## src/rtl/key_click_decoder.sv

```systemverilog
// Multi-click decoder: groups debounced key-press strobes into click sequences separated
// by a gap window and reports the click count of each completed sequence.
module key_click_decoder #(
  parameter int CLK_FREQ_MHZ = 150,
  parameter int WINDOW_US    = 300,
  parameter int MAX_CLICKS   = 3,
  localparam int WINDOW_CYCLES = CLK_FREQ_MHZ * WINDOW_US,
  localparam int CW            = $clog2(MAX_CLICKS + 1),
  localparam int TW            = $clog2(WINDOW_CYCLES + 1)
) (
  input  logic          clk_i,
  input  logic          srst_i,
  input  logic          key_pressed_stb_i,
  output logic [CW-1:0] click_cnt_o,
  output logic          click_valid_o,
  output logic          busy_o
);

  typedef enum logic {IDLE = 1'b0, COUNT = 1'b1} state_e;

  localparam logic [CW-1:0] MAX_CNT  = CW'(MAX_CLICKS);
  localparam logic [TW-1:0] TIMER_LAST = TW'(WINDOW_CYCLES - 1);

  state_e        state_q, state_d;
  logic [CW-1:0] count_q, count_d;
  logic [TW-1:0] timer_q, timer_d;
  logic [CW-1:0] cnt_out_q, cnt_out_d;
  logic          valid_q, valid_d;
  logic          busy_q, busy_d;

  // Next-state logic; a strobe always beats the timeout on the same edge.
  always_comb begin
    state_d   = state_q;
    count_d   = count_q;
    timer_d   = timer_q;
    cnt_out_d = cnt_out_q;
    valid_d   = 1'b0;
    case (state_q)
      IDLE: begin
        if (key_pressed_stb_i) begin
          if (CW'(1) == MAX_CNT) begin
            valid_d   = 1'b1;
            cnt_out_d = MAX_CNT;
          end else begin
            state_d = COUNT;
            count_d = CW'(1);
            timer_d = '0;
          end
        end else begin
          count_d = '0;
          timer_d = '0;
        end
      end
      COUNT: begin
        if (key_pressed_stb_i) begin
          if (count_q + CW'(1) == MAX_CNT) begin
            valid_d   = 1'b1;
            cnt_out_d = MAX_CNT;
            state_d   = IDLE;
            count_d   = '0;
            timer_d   = '0;
          end else begin
            count_d = count_q + CW'(1);
            timer_d = '0;
          end
        end else if (timer_q == TIMER_LAST) begin
          // Window has elapsed without a new click: close the sequence.
          valid_d   = 1'b1;
          cnt_out_d = count_q;
          state_d   = IDLE;
          count_d   = '0;
          timer_d   = '0;
        end else begin
          timer_d = timer_q + TW'(1);
        end
      end
      default: begin
        state_d = IDLE;
        count_d = '0;
        timer_d = '0;
      end
    endcase
    busy_d = (state_d == COUNT);
  end

  always_ff @(posedge clk_i) begin
    if (srst_i) begin
      state_q   <= IDLE;
      count_q   <= '0;
      timer_q   <= '0;
      cnt_out_q <= '0;
      valid_q   <= 1'b0;
      busy_q    <= 1'b0;
    end else begin
      state_q   <= state_d;
      count_q   <= count_d;
      timer_q   <= timer_d;
      cnt_out_q <= cnt_out_d;
      valid_q   <= valid_d;
      busy_q    <= busy_d;
    end
  end

  assign click_cnt_o   = cnt_out_q;
  assign click_valid_o = valid_q;
  assign busy_o        = busy_q;

endmodule
```

## config.mk

```make
export PLATFORM = sky130hd
export DESIGN_NAME = key_click_decoder
export DESIGN_NICKNAME = d
export VERILOG_FILES = /design/src/rtl/key_click_decoder.sv
export SDC_FILE = /design/constraint.sdc
export NUM_CORES = 1
export LEC_CHECK = 0
export ABC_AREA = 0
export CORE_UTILIZATION = 55
export CTS_BUF_LIST = sky130_fd_sc_hd__clkbuf_2 sky130_fd_sc_hd__clkbuf_4 sky130_fd_sc_hd__clkbuf_8
export DETAILED_ROUTE_END_ITERATION = 12
export GPL_TIMING_DRIVEN = 0
export PLACE_DENSITY = 0.85
export SYNTH_ARGS = -nofsm -noshare
export SYNTH_HDL_FRONTEND = slang
export SYNTH_SLANG_ARGS = --single-unit
```

## constraint.sdc

```tcl
create_clock -name clk_i -period 3.1 [get_ports clk_i]
set_clock_uncertainty 0.15 [all_clocks]
set_input_delay 0.465 -clock clk_i [delete_from_list [all_inputs] [get_ports clk_i]]
set_output_delay 0.465 -clock clk_i [all_outputs]
set_load 0.02 [all_outputs]
```

=== Word-level counts from Yosys, hierarchy flattened ===
Index checks and enable logic that the tools add are counted.

* Register bits: 22
* Input port bits: 3
* Output and inout bits: 4
* Logic and storage cells: 34

* Add/sub/neg operators: 2
* Equality and inequality tests: 4
* Mux-type cells: 19
* Bitwise operators: 1
* Reductions and logical operators: 3

{| class="wikitable"
|+ Operators with widths
! operator !! count
|-
| $mux 16 || 2
|-
| $pmux 16 s2 || 1
|-
| $add 16x1->16 const B || 1
|-
| $eq 16x16->1 const B || 1
|-
| $mux 2 || 6
|-
| $mux 1 || 8
|-
| $pmux 2 s2 || 1
|-
| $ne 3x2->1 const B || 1
|-
| $reduce_and 3->1 || 1
|-
| $add 2x1->2 const B || 1
|-
| $eq 2x2->1 const B || 1
|-
| $ne 2x1->1 const B || 1
|-
| $pmux 1 s2 || 1
|-
| $reduce_bool 2->1 || 1
|-
| $reduce_or 2->1 || 1
|-
| $not 1->1 || 1
|}

=== Logic depth before layout (Yosys ltp) ===
* Word-level depth: 5
* Mapped depth: 7
* Mapped depth without buffers: 5

=== Worst setup path before layout ===
No wires, ideal clock.

* Path kind: register to register
* Start point: reg timer_q[0]
* End point: reg timer_q[11]
* Arrival time: 1.703 ns
* Required time: 2.888 ns
* Path slack: 1.185 ns
* Cell stages (with the launch flop): 8
* Path buffers: 2
* Clock period less this slack: 1.915 ns
* Cells stage by stage: dfxtp_1 > ha_1 > and4_4 > and4b_4 > or3_1 > buf_6 > buf_12 > nor2_4

* Word-level cells in the longest chain between the ends: 4
* Elaborated cells on any way between the ends: 5
* Classes of those cells: 1 x add/sub; 1 x eq/ne; 3 x mux

{| class="wikitable"
|+ RTL lines
! item !! RTL line !! text
|-
| start: declaration || 26 || <nowiki>logic [TW-1:0] timer_q, timer_d;</nowiki>
|-
| start signal: assignment || 97 || <nowiki>timer_q <= timer_d;</nowiki>
|-
| $add 16x1->16 or $eq 16x16->1 (tied branches) || 74, 66 ||
|-
| $mux 16 * || 66 || <nowiki>end else if (timer_q == TIMER_LAST) begin</nowiki>
|-
| $mux 16 * || 55 || <nowiki>if (key_pressed_stb_i) begin</nowiki>
|-
| $pmux 16 s2 * || 38 || <nowiki>case (state_q)</nowiki>
|}

Mark *: on every way between the ends. The rest lies on a longest branch, timed or not.
A chain may end at the register's enable or synchronous reset.

=== Worst setup path in the final report ===
* Start point: reg timer_q[0]
* End point: reg timer_q[12]

The elaborated chain is that of the path after synthesis.

==> impl_results.md <==
- Final setup viols: 0
- DIE AREA: 2180 um2
- Drt wl/cell: 12.8 um
- Final Cycle Share: 66.3%
- Register area share after synthesis: 40.1%
- CTS max path bufs: 2
- Gr usage total: 20.0%
- Die Y: 46.7 um
- N_diodes: 0
- Vias/cell: 5.50
- Global-route wire length before repair: 3120 um
- Internal: 0.000366 W
- Register bit total from synthesis: 22
- Critical Path Start: timer_q[0]
- Synth warnings: 0
- P&R area growth vs syn: 10.7%
- Number of post-CTS setup repair buffers: 0
- Synth cell types: 34
- Max-slew violations: 0
- Gpl congestion: 0.885
- Critical-path maximum fanout: 10
- DRC errors left: 0
- Flop-to-flop setup slack: 1.04 ns
- Clk pwr share: 33.9%
- Post-synth EDFFs: 0
- DRT Wirelength: 1890 um
- # hold bufs at CTS: 0
- WHS: 0.373 ns
- Relative slew slack: 77.5%
- Worst r2r src: timer_q[0]
- Combinational share of power: 4.3%
- Io pins: 7
- Iteration-0 DRC Markers: 10
- Min cycle time layout: 2.06 ns
- Reg power frac: 61.8%
- Post-synth top area share: 40.1%
- Fraction of registers with async set/reset: 0%
- Placed wire-length estimate: 1360 um
- Endpoint class of the critical path: flip-flop
- Grt ovf: 0
- Via count of the first global-routing pass: 759
- Max Clk Rate: 0.487 GHz
- End point of the critical path: timer_q[12]
- DR pass1 iterations: 4
- Post-Synthesis Cells: 113
- Switch Pwr: 0.000101 W
- # fillers: 156
- Syn avg cell area: 9.71 um2
- H-tree depth: 1
- Final ANT Viol Nets: 0
- Initial Util: 60.9%
- RSZ-0062 raised after global routing: no
- Mapped cell area: 1100 um2
- Clk Tree Root Cell: clkbuf_4
- # rows: 15
- Most frequent cells in the layout: 22 x dfxtp_1, 11 x xnor2_1, 11 x nor2_1
- Core region area: 1800 um2
- Peak supply drop: 0.385 mV
- Pin count of the biggest net entering global routing: 13
- PortBufs: 5
- Final Hold Viols: 0
- NumNets Final: 127
- # resized after CTS: 0
- Antenna violations before repair: 0
- Critical path data arrival time: 2.16 ns
- RR Endpoint: timer_q[12]
- Ys flop type: dfxtp_1
- Net Sw Frac: 21.7%
- Clk slew on worst S/H paths: 0.12 ns
- Clock Sinks: 22
- Width of the chip: 46.7 um
- Worst Path Required: 3.20 ns
- Synth area leader: dfxtp_1
- Worst-skew pair later-pin latency: 0.31 ns
- Kind of critical path: reg -> reg
- Main area contributors after synthesis: dfxtp_1 40%, xnor2_1 8.8%, nor2_4 8.2%
- Hold Path Class: reg -> reg
- TritonCTS Buffers: 3
- Max-Cap Viols: 0
- TritonCTS clock tree: yes
- Reg2reg path depth: 7
- Layout cells sized above 1: 16.4%
- Worst setup SP type: flip-flop
- Vias: 809
- Least-Margin Pin Slew: 0.335 ns
- PD cells: 384 nW/um2
- Post-Syn Nets: 117
- Post-route setup TNS: 0 ns
- Most common cell after layout, fill and taps aside: dfxtp_1
- Lkg Pwr: 0.343 nW
- Status: complete, no violations
==> worst min-delay path by stage <==
stage	startpoint	endpoint	slack [ns]	cells past startpoint
2_1_floorplan	timer_q[0]	timer_q[0]	0.31	1
3_3_place_gp	timer_q[0]	timer_q[0]	0.33	1
3_5_place_dp	timer_q[0]	timer_q[0]	0.35	1
4_1_cts	timer_q[0]	timer_q[0]	0.37	1
5_1_grt	timer_q[0]	timer_q[0]	0.40	1
6_report	timer_q[0]	timer_q[0]	0.37	1
==> Yosys cell counts (all sizes together), types with 3 or more instances <==
cell and number:
nand4 4, xor2 3, inv 3, xnor2 11
nor3 9, dfxtp 22, nand3 7, nor2 21
nor4 3, nand2 5
==> kinds of logic after synthesis <==
logic type	Yosys count	synth area share, %
AND/OR/NAND/NOR	63	38.7
flip-flops	22	40.1
XOR/XNOR	14	11.2
AO/OA/AOI/OAI	6	3.76
buffers and inverters	6	4.22
multiplexers	1	0.912
adder cells (fa/ha/maj)	1	1.14
==> per-layer routing <==
| layer | GRT usage [%] | wire (um) | part of all wire (%) | vias to the layer above |
|---|---|---|---|---|
| met1 | 24.6 | 914 | 48 | 386 |
| li1 | - | - | - | 414 |
| met5 | 0 | 0 | 0 | - |
| met3 | 2.35 | 24 | 1.3 | 2 |
| met2 | 36.4 | 928 | 49 | 7 |
| met4 | 5.14 | 19 | 1.0 | 0 |
==> worst max-delay path, cell delays in order (launching register included) <==
cell and delay (ns):
dfxtp_1 0.38, ha_1 0.29, and4_4 0.23, and4b_4 0.19
or3_1 0.36, buf_6 0.15, buf_12 0.15, nor2_4 0.09
==> layout make-up <==
type                            instances  area, um2  area share [%]
Inverter                                3       11.3           0.927
Multi-Input combinational cell         85        611            50.3
Buffer                                  3       35.0            2.88
Sequential cell                        22        440            36.3
Clock buffer                            4       36.3            2.99
Tap cell                               25       31.3            2.57
Timing Repair Buffer                    5       50.0            4.12
==> registers in the layout, indices dropped and copies added (netlist names) <==
| register | flops |
|---|---|
| timer_q | 16 |
| busy_o | 1 |
| click_cnt_o | 2 |
| count_q | 2 |
| click_valid_o | 1 |
==> power by group through the flow <==
stage          Clock (W)  Combinational (W)  Sequential (W)
2_1_floorplan          0          0.0000132        0.000295
3_3_place_gp           0          0.0000195        0.000295
3_5_place_dp           0          0.0000200        0.000295
4_1_cts         0.000158          0.0000201        0.000288
5_1_grt         0.000168          0.0000219        0.000289
6_report        0.000158          0.0000200        0.000289
==> stage by stage <==
step	setup slack (ns)	cells	area [um2]	util [%]	power [W]
4_1_cts	1.04	147	1210	67.4	0.000466
3_3_place_gp	1.02	143	1180	65.4	0.000314
5_1_grt	0.988	147	1210	67.4	0.000479
3_5_place_dp	0.991	143	1180	65.4	0.000315
2_1_floorplan	1.18	113	1100	-	0.000308
6_report	1.04	147	1210	67.4	0.000467
Note: power is estimated with default switching activity, not from simulation.
